===== config.mk =====
export PLATFORM = sky130hd
export DESIGN_NAME = multicycle_ctrl_fsm
export DESIGN_NICKNAME = d
export VERILOG_FILES = /design/src/rtl/multicycle_ctrl_fsm.sv
export SDC_FILE = /design/constraint.sdc
export NUM_CORES = 1
export LEC_CHECK = 0
export ABC_AREA = 1
export BUFFER_PORTS_ARGS = -buffer_cell sky130_fd_sc_hd__buf_2
export CORE_UTILIZATION = 34
export DETAILED_ROUTE_END_ITERATION = 10
export PLACE_DENSITY_LB_ADDON = 0.1
export SLEW_MARGIN = 20
export SYNTH_ARGS = -nofsm -noshare
export SYNTH_HDL_FRONTEND = slang
export SYNTH_SLANG_ARGS = --single-unit

===== constraint.sdc =====
create_clock -name CLK -period 1 [get_ports CLK]
set_clock_uncertainty 0.1 [all_clocks]
set_input_delay 0.1 -clock CLK [delete_from_list [all_inputs] [get_ports CLK]]
set_output_delay 0.1 -clock CLK [all_outputs]
set_load 0.02 [all_outputs]

===== src/rtl/multicycle_ctrl_fsm.sv =====
// Main control FSM of the multicycle core: sequences fetch/decode/execute and
// issues datapath selects plus the PCS/RegW/MemW/FlagW requests to the condition unit.
module multicycle_ctrl_fsm #(
    parameter bit FETCH_WAIT_EN = 1'b1
) (
    input  logic       CLK,
    input  logic       Reset,
    input  logic [1:0] Op,
    input  logic [5:0] Funct,
    input  logic [3:0] Rd,
    input  logic       MemReady,
    output logic [3:0] State,
    output logic       IRWrite,
    output logic       NextPC,
    output logic       AdrSrc,
    output logic [1:0] ResultSrc,
    output logic [1:0] ALUSrcA,
    output logic [1:0] ALUSrcB,
    output logic [1:0] ALUControl,
    output logic       PCS,
    output logic       RegW,
    output logic       MemW,
    output logic [1:0] FlagW
);

    typedef enum logic [3:0] {
        S_FETCH  = 4'd0,
        S_DECODE = 4'd1,
        S_MEMADR = 4'd2,
        S_MEMRD  = 4'd3,
        S_MEMWB  = 4'd4,
        S_MEMWR  = 4'd5,
        S_EXECR  = 4'd6,
        S_EXECI  = 4'd7,
        S_ALUWB  = 4'd8,
        S_BRANCH = 4'd9
    } state_t;

    localparam logic [1:0] ALU_ADD = 2'b00;
    localparam logic [1:0] ALU_SUB = 2'b01;
    localparam logic [1:0] ALU_AND = 2'b10;
    localparam logic [1:0] ALU_ORR = 2'b11;

    state_t     state;
    logic       mem_ready;
    logic [3:0] cmd;
    logic       is_cmp;
    logic       set_flags;
    logic       pc_is_dest;
    logic [1:0] alu_dec;

    assign State      = state;
    assign mem_ready  = FETCH_WAIT_EN ? MemReady : 1'b1;
    assign cmd        = Funct[4:1];
    assign set_flags  = Funct[0];
    assign is_cmp     = (cmd == 4'b1010);
    assign pc_is_dest = (Rd == 4'b1111);

    always_comb begin
        case (cmd)
            4'b0100: alu_dec = ALU_ADD;
            4'b0010: alu_dec = ALU_SUB;
            4'b0000: alu_dec = ALU_AND;
            4'b1100: alu_dec = ALU_ORR;
            4'b1010: alu_dec = ALU_SUB;
            default: alu_dec = ALU_ADD;
        endcase
    end

    // Unused encodings (10-15) fall into the default arm and recover to FETCH.
    always_ff @(posedge CLK) begin
        if (Reset) begin
            state <= S_FETCH;
        end else begin
            case (state)
                S_FETCH:  state <= mem_ready ? S_DECODE : S_FETCH;
                S_DECODE: begin
                    case (Op)
                        2'b01:   state <= S_MEMADR;
                        2'b00:   state <= Funct[5] ? S_EXECI : S_EXECR;
                        2'b10:   state <= S_BRANCH;
                        default: state <= S_FETCH;
                    endcase
                end
                S_MEMADR: state <= Funct[0] ? S_MEMRD : S_MEMWR;
                S_MEMRD:  state <= mem_ready ? S_MEMWB : S_MEMRD;
                S_MEMWB:  state <= S_FETCH;
                S_MEMWR:  state <= mem_ready ? S_FETCH : S_MEMWR;
                S_EXECR,
                S_EXECI:  state <= is_cmp ? S_FETCH : S_ALUWB;
                S_ALUWB:  state <= S_FETCH;
                S_BRANCH: state <= S_FETCH;
                default:  state <= S_FETCH;
            endcase
        end
    end

    // Outputs follow the current state and instruction fields; Reset masks every strobe.
    always_comb begin
        IRWrite    = 1'b0;
        NextPC     = 1'b0;
        AdrSrc     = 1'b0;
        ResultSrc  = 2'd0;
        ALUSrcA    = 2'd0;
        ALUSrcB    = 2'd0;
        ALUControl = ALU_ADD;
        PCS        = 1'b0;
        RegW       = 1'b0;
        MemW       = 1'b0;
        FlagW      = 2'b00;
        case (state)
            S_FETCH: begin
                ALUSrcA   = 2'd1;
                ALUSrcB   = 2'd2;
                ResultSrc = 2'd2;
                IRWrite   = mem_ready;
                NextPC    = mem_ready;
            end
            S_DECODE: begin
                ALUSrcA   = 2'd1;
                ALUSrcB   = 2'd2;
                ResultSrc = 2'd2;
            end
            S_MEMADR: begin
                ALUSrcB = 2'd1;
            end
            S_MEMRD: begin
                AdrSrc = 1'b1;
            end
            S_MEMWB: begin
                ResultSrc = 2'd1;
                RegW      = 1'b1;
                PCS       = pc_is_dest;
            end
            S_MEMWR: begin
                AdrSrc = 1'b1;
                MemW   = 1'b1;
            end
            S_EXECR,
            S_EXECI: begin
                ALUSrcB    = (state == S_EXECI) ? 2'd1 : 2'd0;
                ALUControl = alu_dec;
                if (is_cmp) begin
                    FlagW = 2'b11;
                end else begin
                    FlagW[1] = set_flags;
                    FlagW[0] = set_flags && (alu_dec == ALU_ADD || alu_dec == ALU_SUB);
                end
            end
            S_ALUWB: begin
                RegW = 1'b1;
                PCS  = pc_is_dest;
            end
            S_BRANCH: begin
                ALUSrcB   = 2'd1;
                ResultSrc = 2'd2;
                PCS       = 1'b1;
            end
            default: ;
        endcase
        if (Reset) begin
            IRWrite = 1'b0;
            NextPC  = 1'b0;
            RegW    = 1'b0;
            MemW    = 1'b0;
            PCS     = 1'b0;
            FlagW   = 2'b00;
        end
    end

endmodule


# Yosys cells after proc, flatten, opt, wreduce, memory -nomap -nowiden
# Cells that the tools add are included.
# Widths: inputs -> output; s select.
# op_classes
eq_ne	16
mux	26
reduce_logical	13
# op_table
op	count
$pmux 4 s6	1
$eq 4x4->1 const B	5
$eq 4x3->1 const B	4
$eq 4x2->1 const B	3
$mux 1	12
$pmux 2 s3	2
$pmux 4 s3	1
$reduce_or 2->1	6
$mux 3	3
$logic_not 4->1	2
$mux 2	4
$eq 2x1->1 const B	2
$eq 4x1->1 const B	1
$logic_not 2->1	2
$mux 4	1
$pmux 2 s2	1
$reduce_or 3->1	1
$eq 2x2->1 const B	1
$pmux 1 s2	1
$logic_and 1x1->1	1
$logic_or 1x1->1	1
# totals
inputBits	15
ff_bits	4
word_cells	56

# Depth between registers and ports, before layout
# Gate-level depths: netlist of run 1.
# depth
depth_word	9
depth_mapped	7
mapped_depth_nobuf	7

# Least setup slack after synthesis of run 1
# Ideal clock, no wire load.
# synth_timing
path_type	flip-flop to output port
startpoint	reg state[1] (netlist: State[1])
endpoint	out FlagW[0]
stages_incl_launch_ff	5
arrival_time_ps	1313
setup_slack_ps	-513
path_cell_list	dfxtp_1 > inv_2 > nor2_1 > nand2_1 > nor3_1
# synth_via
elab_chain_cells	4
word_cells_on_any_way	5
classes_between	eq/ne (2); mux (2); reduce/logical (1)
# synth_lines
element	line_no	text
start: declaration	44	state_t state;
start signal: assignment	76	S_FETCH: state <= mem_ready ? S_DECODE : S_FETCH;
start signal: assignment	80	2'b00: state <= Funct[5] ? S_EXECI : S_EXECR;
start signal: assignment	85	S_MEMADR: state <= Funct[0] ? S_MEMRD : S_MEMWR;
$eq 4x3->1	111	case (state)
$reduce_or 2->1 (*)	111	
$mux 2 (*)	111	
$mux 2 (*)	161	if (Reset) begin
end: declaration	23	output logic [1:0] FlagW
# Mark *: on every way between the ends. The rest lies on a longest branch, timed or not.

# Worst setup path in the final report of run 1
# Ends and elaborated chain as after synthesis.

==> reports/qor.txt, run 1 <==
CTS max path bufs = 2
Final period util = 148%
core box area = 1160 sq um
Pwr per Cell Area = 850 nW/um^2
CTS sink count = 4
Port-buffer cells = 33
Mapped Cells = 86
total CTS buffers = 3
largest family of logic cells by synthesized area = simple AND/OR/NAND/NOR gates
worst setup margin = -476 ps
Routed WL = 2.62 mm
Setup CP Type = reg2out
DR vias = 851
WP data required = 800 ps
Max-Cap Viols = 0
total gr overflow = 0
first-pass GRT wire length = 2.68 mm
initial antenna violation count = 0
vias in the first global route = 685
RSZ-0062 raised after global routing = yes
post-detail-place hpwl = 1.16 mm
Root Driver = clkbuf_4
Layout area overhead = 140%
Worst VDD drop = 1.04 mV
max reg flops = 4
via/cell ratio = 5.87
cells on worst reg2reg path = 6
initial drt markers = 31
fin area = 1070 sq um
Hold Path Depth = 4
post-synthesis sequential area ratio = 17.9%
Die ar. = 1460 sq um
simple-gate portion of the synthesized area = 52.4%
clk_lat worst skew = 240 ps
Mapped Area = 447 sq um
Rows = 12
Final Hold Viols = 0
Die Span Y = 38.2 microns
leading area contributor after synthesis = dfxtp_1
Lkg Pwr = 0.514 nW
Power Total = 0.000910 W
Syn Area/Cell = 5.19 sq um
largest net degree at the start of global routing = 9
Worst Path Max Fanout = 4
Initial Utilization = 38.6%
distinct cell type count after synthesis = 17
Warnings, synthesis = 0
clock tree from TritonCTS = built
minimum clock period = 1480 ps
most frequent cells in the layout = 16 x buf_6, 15 x buf_2, 14 x buf_4
io pins = 35
main area contributors after synthesis = dfxtp_1 18%, nand3_1 16%, nand2_1 15%, nor2_1 13%, inv_1 12%
final hold slack = 78.5 ps
DR pass1 iterations = 4
Final setup viols = 22
htree depth = 1
ant diodes = 0
most common cell after layout, fill and taps aside = buf_6
post-route DRC violation count = 0
pre-CTS setup slack = -248 ps
register bit total from synthesis = 4
fmax = 678 MHz
fin util = 92.6%
Worst Hold Class = in2reg
syn_nets = 101
Worst EP arrival = 1280 ps
multiplexer share of the synthesized area = 0%
share of cells above drive strength 1 = 71.0%
max-slew violation count = 0
Yosys top cell area share = 17.9%
routability cong. = 0.878
violated checks = setup timing
CP startpoint kind = flop
Clock transition at path regs = 40 ps
Post-DP Area = 820 sq um
status = finished, violations left
Routed Antenna Nets = 0
die width = 38.2 microns
final net count = 148
Adder-Cell Fraction of Synth Area = 0%
Worst Setup End Kind = output port
All-Layer GR Usage = 26.9%
xor/xnor share of the synthesized area = 0%
Avg WL per Cell = 18.0 microns
post-synthesis compound-gate area fraction = 10.4%
hold buffers post-CTS = 0
cell usage after synthesis, drive strengths merged:
cell type,n
a21oi,3
buf,3
clkbuf,1
conb,1
dfxtp,4
inv,15
nand2,18
nand3,14
nand4,2
nor2,17
nor3,3
o211ai,1
o21a,1
o21ai,2
o22ai,1
power breakdown:
| part | total, W | internal (W) | leakage [nW] | switching [W] |
|---|---|---|---|---|
| registers | 0.000198 | 0.000169 | 0.0356 | 0.0000289 |
| clock network | 0.000217 | 0.000135 | 0.0138 | 0.0000820 |
| logic | 0.000495 | 0.000211 | 0.464 | 0.000284 |
what timing repair did:
item / 4_1_cts / 5_1_grt
gates cloned: 0 / 0
gates resized for setup: 42 / 14
endpoints found under the setup margin: 21 / 23
pin swaps: 12 / 5
setup buffers: 3 / 2
layer usage:
metal  vias up  track usage [%]  routed length [microns]
li1        365                -                        -
met1       386             29.7                      920
met2        88             51.3                     1340
met3        12             2.91                      248
met4         0             9.82                      113
met5         -                0                        0
area by class of cell:
class	instances	area, sq um
tap	14	17.5
sequential	4	95.1
timing repair buffer	46	380
multi-input combinational	63	494
clock buffer	3	22.5
fill	46	85.1
inverter	15	61.3
path summary, 6_finish.rpt:
path                 start       end  slack, ps
setup / recovery  State[1]  FlagW[0]       -480
hold / removal       Reset  State[1]         80
setup reg to reg  State[2]  State[0]       -400
hold reg to reg   State[1]  State[3]        750
logic make-up after synthesis:
logic type | count (synthesis)
compound gates | 8
other cells | 1
buf+inv | 19
simple gates | 54
flops | 4
worst max-delay path: stages, from the launching register on:
cell and delay [ps]:
dfxtp_4 390, inv_2 90, nor2_4 170, nand2_2 110, nor3_4 140, buf_6 140
metrics by stage:
step / setup TNS, ps / std cells
global route: -8430 / 145
global placement: -2800 / 137
detailed placement: -3110 / 137
floorplan: -1920 / 86
finish: -7650 / 145
CTS: -6250 / 143
Note: power is estimated with default switching activity, not from simulation.
==> run 2: changes to the inputs <==
--- a/config.mk
+++ b/config.mk
@@ -7,8 +7,10 @@
 export LEC_CHECK = 0
 export ABC_AREA = 1
 export BUFFER_PORTS_ARGS = -buffer_cell sky130_fd_sc_hd__buf_2
-export CORE_UTILIZATION = 34
+export CORE_AREA = 2 2 39 41
+export CTS_BUF_LIST = sky130_fd_sc_hd__clkbuf_4 sky130_fd_sc_hd__clkbuf_8
 export DETAILED_ROUTE_END_ITERATION = 10
+export DIE_AREA = 0 0 41 43
 export PLACE_DENSITY_LB_ADDON = 0.1
 export SLEW_MARGIN = 20
 export SYNTH_ARGS = -nofsm -noshare
==> run 2 against run 1 <==
  * The run still ends with setup timing left
  * Core utilization decreased by 14 points
  * Sequential share of layout area is 0.17 points lower
  * Register-to-register slack improved by 150 ps
  * Via count shrank 14%
  * Fmax rose by 5.6%
  * Largest power group unchanged
  * Worst setup slack improved by 79 ps
  * Wire length fell by 32%
  * Sequential power barely moved
==> reports/qor.txt, run 2 (synthesis gave the netlist of run 1 again) <==
routability cong. = 0.845 (-3.7%)
fmax = 716 MHz (+5.6%)
most common cell after layout, fill and taps aside = buf_6
most frequent cells in the layout = 20 x buf_6, 16 x buf_2, 15 x buf_4
largest net degree at the start of global routing = 9 (unchanged)
Setup CP Type = reg2out
Critical-path top delay cell = dfxtp_4
Die ar. = 1760 sq um (+21%)
share of cells above drive strength 1 = 68.4% (-2.6 points)
die width = 41 microns (+7.2%)
CTS sink count = 4 (unchanged)
clk_lat worst skew = 230 ps (about the same)
initial antenna violation count = 0 (unchanged)
RSZ-0062 raised after global routing = yes
core box area = 1380 sq um (+20%)
Avg WL per Cell = 11.7 microns (-35%)
Worst VDD drop = 0.884 mV (-15%)
DR vias = 734 (-14%)
htree depth = 1 (unchanged)
Clock transition at path regs = 40 ps (about the same)
total CTS buffers = 3 (unchanged)
instance count on the critical path = 6 (+1)
Rows = 14 (+2)
max incr delay on CP = 360 ps (-30 ps)
CP startpoint kind = flop
DR pass1 iterations = 4 (unchanged)
clock tree from TritonCTS = built
status = finished, violations left
Final setup viols = 21 (-4.5%)
CTS max path bufs = 2 (unchanged)
WP data required = 800 ps (about the same)
initial drt markers = 15 (-52%)
hold buffers post-CTS = 0 (unchanged)
ant diodes = 0 (unchanged)
max-slew violation count = 0 (unchanged)
Max-Cap Viols = 0 (unchanged)
final net count = 153 (+3.4%)
FF/Latch Area = 95.1 sq um (unchanged)
Root Driver = clkbuf_4
final hold slack = 69.1 ps (-9.44 ps)
Worst Setup End Kind = output port
crit path buf inv count = 2 (unchanged)
post-route DRC violation count = 0 (unchanged)
Worst Path Max Fanout = 6 (+2)
vias in the first global route = 671 (-2.0%)
Layout area overhead = 145%
Worst Hold Class = in2reg
All-Layer GR Usage = 22.1% (-4.8 points)
Port-buffer cells = 33 (unchanged)
post-detail-place hpwl = 1.25 mm (+8.0%)
Initial Utilization = 32.3% (-6.4 points)
minimum clock period = 1400 ps (-78.6 ps)
via/cell ratio = 4.83 (-18%)
Lkg Pwr = 0.541 nW (+5.4%)
DP Cell Count = 141 (+2.9%)
Worst EP arrival = 1200 ps (-80 ps)
area occupied by multi-input gates = 473 sq um (-4.3%)
Die Span Y = 43 microns (+12%)
Top Family by Delay on Critical Path = simple AND/OR/NAND/NOR gates
first-pass GRT wire length = 2.70 mm (+0.75%)
max reg flops = 4 (unchanged)
Hold Path Depth = 4 (unchanged)
total gr overflow = 0 (unchanged)
worst setup margin = -397 ps (+78.6 ps)
cell chain of the critical path = inv_4, nand2_4, nor2_4, nand2_2, nor3_4, buf_6
Routed WL = 1.78 mm (-32%)
violated checks = setup timing
count of filler cells inserted in the layout = 97 (+110%)
pre-CTS setup slack = -266 ps (-17.9 ps)
Final Hold Viols = 0 (unchanged)
io pins = 35 (unchanged)
cells on worst reg2reg path = 6 (unchanged)
fin cells = 152 (+4.8%)
Routed Antenna Nets = 0 (unchanged)
Final period util = 140% (-7.9 points)
Pwr per Cell Area = 805 nW/um^2 (-5.3%)
-- run 2: cell count changes in the layout (fill, tap and decap cells not counted), moves of 2 or more --
cell,before,now
buf_6,16,20
inv_2,5,3
nand2_1,11,13
nand2_2,6,4
nand3_1,5,8
nand3_2,6,4
-- run 2: worst paths after layout --
path                            startpoint        to  slack, ps
worst min register to register    State[2]  State[3]        620
worst min-delay path                 Reset  State[1]         70
worst max-delay path              State[3]  FlagW[0]       -400
worst max register to register    State[0]  State[3]       -250
-- run 2: repair_timing --
action,CTS,global route
gates cloned,0,0
buffers inserted,8,3
resized for setup,51,5
pin swaps,17,5
setup endpoints to repair,22,23
-- run 2: power by group --
part / switching [W] / internal, W
Combinational: 0.000254 / 0.000235
Clock: 0.0000602 / 0.000134
Sequential: 0.0000264 / 0.000169
-- run 2: through the flow --
step / total power, W / util, % / setup TNS (ps) / instance area (sq um)
after global placement: 0.000541 / 59.6 / -2940 / 825
after CTS: 0.000869 / 77.1 / -6470 / 1070
after detailed placement: 0.000546 / 59.6 / -3170 / 825
after floorplan: 0.000422 / - / -1920 / 596
after global routing: 0.000948 / 78.9 / -7910 / 1090
final: 0.000879 / 78.9 / -6650 / 1090
-- run 2: cell type report --
type | count | area share (%)
sequential | 4 | 8.71
inverter | 15 | 5.84
clock buffer | 3 | 2.06
timing repair buffer | 51 | 38.3
multi-input combinational | 63 | 43.3
tap | 16 | 1.83
-- run 2: metal layers --
layer / GRT usage, % / up-vias / part of all wire (%) / wire, microns
li1: - / 374 / - / -
met4: 6.67 / 0 / 1.1 / 19
met1: 26.0 / 332 / 43 / 761
met2: 36.9 / 26 / 51 / 898
met5: 0 / - / 0 / 0
met3: 5.76 / 2 / 5.5 / 97
-- run 2: tightest hold or removal path: cells and delay by family --
kind	cells	cell delay, ps
and+or+nand+nor	1	70
buffers and inverters	3	190
